<file path="config.mk">
export PLATFORM = sky130hd
export DESIGN_NAME = microcode_sequencer
export DESIGN_NICKNAME = d
export VERILOG_FILES = /design/src/rtl/microcode_sequencer.sv
export SDC_FILE = /design/constraint.sdc
export NUM_CORES = 1
export LEC_CHECK = 0
export ABC_CLOCK_PERIOD_IN_PS = 5400
export CORE_MARGIN = 2
export CORE_UTILIZATION = 43
export DETAILED_ROUTE_END_ITERATION = 10
export GPL_TIMING_DRIVEN = 0
export PLACE_DENSITY = 0.95
export SLEW_MARGIN = 20
export SYNTH_ARGS = -nofsm -noshare
export SYNTH_HDL_FRONTEND = slang
export SYNTH_SLANG_ARGS = --single-unit
</file>
<file path="constraint.sdc">
create_clock -name clk -period 5.4 [get_ports clk]
set_clock_uncertainty 0.2 [all_clocks]
set_input_delay 0.81 -clock clk [delete_from_list [all_inputs] [get_ports clk]]
set_output_delay 0.81 -clock clk [all_outputs]
set_load 0.01 [all_outputs]
</file>
<file path="src/rtl/microcode_sequencer.sv">
// microcode_sequencer: fetches instructions, dispatches into microcode and steps the ROM emitting datapath control
// Ports: clk/rst (sync active-high); fetch_req/fetch_ready/fetch_data fetch handshake; instruction to decoder,
// dispatch_addr back from decoder; rom_addr/rom_data synchronous microcode ROM; mem_ready completes mem_wait steps;
// cond selects conditional micro-jumps; control/control_valid datapath drive; stall, instr_done, retired status.
module microcode_sequencer #(
  parameter int CTRL_W = 23,
  parameter int UPC_W  = 6
) (
  input  logic              clk,
  input  logic              rst,
  output logic              fetch_req,
  input  logic              fetch_ready,
  input  logic [31:0]       fetch_data,
  output logic [31:0]       instruction,
  input  logic [UPC_W-1:0]  dispatch_addr,
  output logic [UPC_W-1:0]  rom_addr,
  input  logic [31:0]       rom_data,
  input  logic              mem_ready,
  input  logic              cond,
  output logic [CTRL_W-1:0] control,
  output logic              control_valid,
  output logic              stall,
  output logic              instr_done,
  output logic [31:0]       retired
);
  typedef enum logic [1:0] {FETCH, DECODE, EXEC} state_t;
  state_t state, state_nx;
  logic [UPC_W-1:0] upc, upc_inc, target;
  logic [1:0] seq;
  logic ex, fin;
  // rom_addr always carries next cycle's upc, so the upc register simply follows it
  always_comb begin
    seq = rom_data[31:30];
    ex = (state == EXEC) && !rst;
    upc_inc = upc + 1'b1;
    target = (seq == 2'b01 || (seq == 2'b11 && cond)) ? rom_data[24 +: UPC_W] : (seq == 2'b10 ? upc : upc_inc);
    stall = ex & rom_data[23] & ~mem_ready;
    fin = ex & ~stall & (seq == 2'b10);
    instr_done = fin;
    control_valid = ex;
    control = ex ? rom_data[CTRL_W-1:0] : '0;
    fetch_req = (state == FETCH) && !rst;
    rom_addr = rst ? '0 : (state == DECODE) ? dispatch_addr : (ex && !stall) ? target : upc;
    state_nx = (fetch_req && fetch_ready) ? DECODE : (state == DECODE) ? EXEC : fin ? FETCH : state;
  end
  always_ff @(posedge clk) begin
    if (rst) begin
      state <= FETCH;
      upc <= '0;
      instruction <= '0;
      retired <= '0;
    end else begin
      state <= state_nx;
      upc <= rom_addr;
      if (fetch_req && fetch_ready) instruction <= fetch_data;
      retired <= retired + {31'b0, fin};
    end
  end
endmodule

</file>
==> results.json <==
{
  "status": "complete, no violations",
  "drt_iter0_markers": 160,
  "path_max_fanout": 10,
  "max_cap_viol_count": 0,
  "clk_path_buf_depth": 2,
  "p_comb_share_pct": 16.1,
  "grt_usage_pct": 23.77,
  "wl_per_cell_um": 14.15,
  "synth_top_area_cell": "dfxtp_1",
  "synth_cells": 408,
  "start_util_pct": 44.89,
  "r2r_cells": 10,
  "tightestPinTransition_ns": 0.6560,
  "r2r-end": "retired[26]",
  "clkTransAtPathRegs_ns": 0.08,
  "cts_buffers": 9,
  "grt_pass1_wl_um": 16270,
  "fin_crit_sh_pct": 75.35,
  "root_buffer": "clkbuf_8",
  "cts_tree": "done",
  "yosysUniqueCellTypes": 47,
  "place_congestion": 0.8295,
  "areaGrowthSynthToFinish_pct": 61.16,
  "yosys_warnings": 0,
  "path_class": "primary input to output pin",
  "final_nets": 668,
  "final.setup.tns_ns": 0,
  "drive_above_1_share_pct": 4.714,
  "drc": 0,
  "seq_area_mm2": 0.001441,
  "synth_ff_type": "dfxtp_1",
  "synth-edff-count": 0,
  "synth_top_area_share_pct": 43.57,
  "cts_resized": 0,
  "max_freq_ghz": 0.2458,
  "cts_setup_buffers": 0,
  "timing_hold_violations_final": 0,
  "p_switching_uw": 292.0,
  "hold_depth": 2,
  "clkLatencyLatePin_ns": 0.34,
  "cp_data_required_time_ns": 4.39,
  "fp.dieW_um": 91.71,
  "hpwl_um": 7537,
  "synth-seq-cells": 72,
  "die_h_um": 91.71,
  "fillers": 557,
  "wl_um": 9807,
  "post-place-ws_ns": 1.328,
  "io_pins": 172,
  "rsz0062_at_grt": "no",
  "n_antenna_cell": 0,
  "grt_max_degree": 13,
  "antenna_found_initial": 0,
  "maxSlewViolCount": 0,
  "ir_drop_v": 0.0001458,
  "ctsHoldBuffers": 0,
  "grt_overflow": 0,
  "finalPower_uw": 1174,
  "p_seq_share_pct": 47.6,
  "dr.pass1.iters": 4,
  "final_core_util_pct": 72.34,
  "critPathLaunchType": "primary input",
  "period_minus_slack_ns": 4.069,
  "rows": 31,
  "num_vias": 3492,
  "r2r_start": "state[1]",
  "synth.area.top_cells": "dfxtp_1 44%, nand2_1 9.6%, xor2_1 6.1%",
  "worstHoldStart": "instruction[20]",
  "final_cells": 693,
  "intPower_uw": 882.4,
  "syn_area_mm2": 0.003308,
  "setup_viol": 0,
  "async_reset_ff_share_pct": 0,
  "arrival_ns": 3.06,
  "clockPowerShare_pct": 36.2,
  "power.leakage_uw": 0.001946,
  "hold_path_end": "instruction[20]",
  "powerDensity_mw_per_mm2": 220.3,
  "ant_nets": 0,
  "cts_htree_levels": 3,
  "crit_path_end_kind": "output pin",
  "reg2reg_setup_slack_ns": 2.11,
  "io_buffers": 170,
  "grt_pass1_vias": 3394,
  "swShare_pct": 24.86,
  "place_inst": 677,
  "hold_class": "register to register",
  "via_per_inst": 5.039,
  "die_area_mm2": 0.008411,
  "fin_ws_ns": 1.331,
  "core_mm2": 0.007370,
  "ys_seq_area_share_pct": 43.57,
  "multi_input_area_mm2": 0.001762,
  "maxSlewHeadroom_pct": 55.93,
  "postSynthAreaPerCell_um2": 8.108,
  "synth_nets": 487,
  "cts.sink_count": 72
}
-- per-stage QoR --
stage               hold slack (ns)  cell area, um^2
floorplan                    0.2805             3308
global placement             0.2415             5134
detailed placement           0.2467             5134
CTS                          0.2558             5331
global route                 0.2755             5331
finish                       0.2563             5331
-- worst max-delay path: stages --
cell and delay [ns]:
clkdlybuf4s50_1 0.47, clkbuf_1 0.34, nand2_1 0.22, mux2_2 0.28, o22ai_1 0.09, a211oi_1 0.25
clkdlybuf4s50_1 0.60
-- sequential cells by signal, summed over array words and instances, names as in the netlist --
name,count
instruction,32
upc,6
retired,32
state,2
-- synth_stat cells (all sizes together), types with 6 or more instances --
| master | number |
|---|---|
| nand4 | 11 |
| and3 | 6 |
| nor2 | 43 |
| a21oi | 37 |
| nand3 | 17 |
| buf | 6 |
| and2 | 27 |
| nand2 | 85 |
| clkbuf | 15 |
| dfxtp | 72 |
| xor2 | 23 |
| nor3 | 10 |
| xnor2 | 7 |
-- power by group through the flow --
stage	logic, uW	registers, uW	clock network [uW]
after CTS	191	559	435
after global placement	185	570	0
after detailed placement	189	572	0
after global routing	207	562	461
final	189	560	426
after floorplan	69.9	576	0
-- cell families (layout without fill, tap and decap cells) --
logic type,Yosys count,count (layout),synth area share (%)
compound gates,58,58,10.21
xor+xnor,30,30,7.942
fa+ha+maj,4,4,1.513
buf+inv,25,211,3.177
flops,72,72,43.57
mux,2,2,0.6430
simple gates,217,217,32.94
-- how the worst max path moves through the flow --
stage	start	to	slack, ns	cells past startpoint
after floorplan	rst	retired[12]	2.12	11
after global placement	rom_data[30]	rom_addr[5]	1.38	7
after detailed placement	rom_data[30]	rom_addr[2]	1.33	7
after CTS	rom_data[30]	rom_addr[2]	1.33	7
after global routing	rom_data[30]	rom_addr[5]	1.18	7
final	rom_data[30]	rom_addr[2]	1.33	7
-- routing by layer --
metal  track usage [%]  wire (um)
met3             7.970        691
met1             28.26       4074
met4             5.100         99
met2             41.67       4941
met5                 0          0
-- cells in the final DEF (no fill, tap or decap), types with 2 or more instances in the layout --
master / count
nor4_4: 2
a21oi_1: 37
nor2b_1: 2
o41ai_1: 2
o22ai_1: 2
inv_1: 4
ha_1: 4
o21ai_0: 3
buf_1: 2
nor3_1: 10
xnor2_1: 7
nand2_1: 85
nor4_1: 2
a211oi_1: 4
a41oi_1: 2
clkinv_2: 2
dfxtp_1: 72
nand2b_1: 4
nor2_1: 43
and2_1: 26
nand4_1: 10
clkbuf_8: 10
xor2_1: 23
clkbuf_1: 16
clkdlybuf4s50_1: 170
buf_2: 3
nand3_1: 16
and3_1: 6
-- area by class of cell --
class | count | area share (%)
Buffer | 21 | 1.690
Clock buffer | 11 | 2.652
Clock inverter | 5 | 1.056
Inverter | 4 | 0.2816
Multi-Input combinational cell | 311 | 33.04
Sequential cell | 72 | 27.04
Tap cell | 99 | 2.323
Timing Repair Buffer | 170 | 31.92
Power figures use the tool's default switching activity.
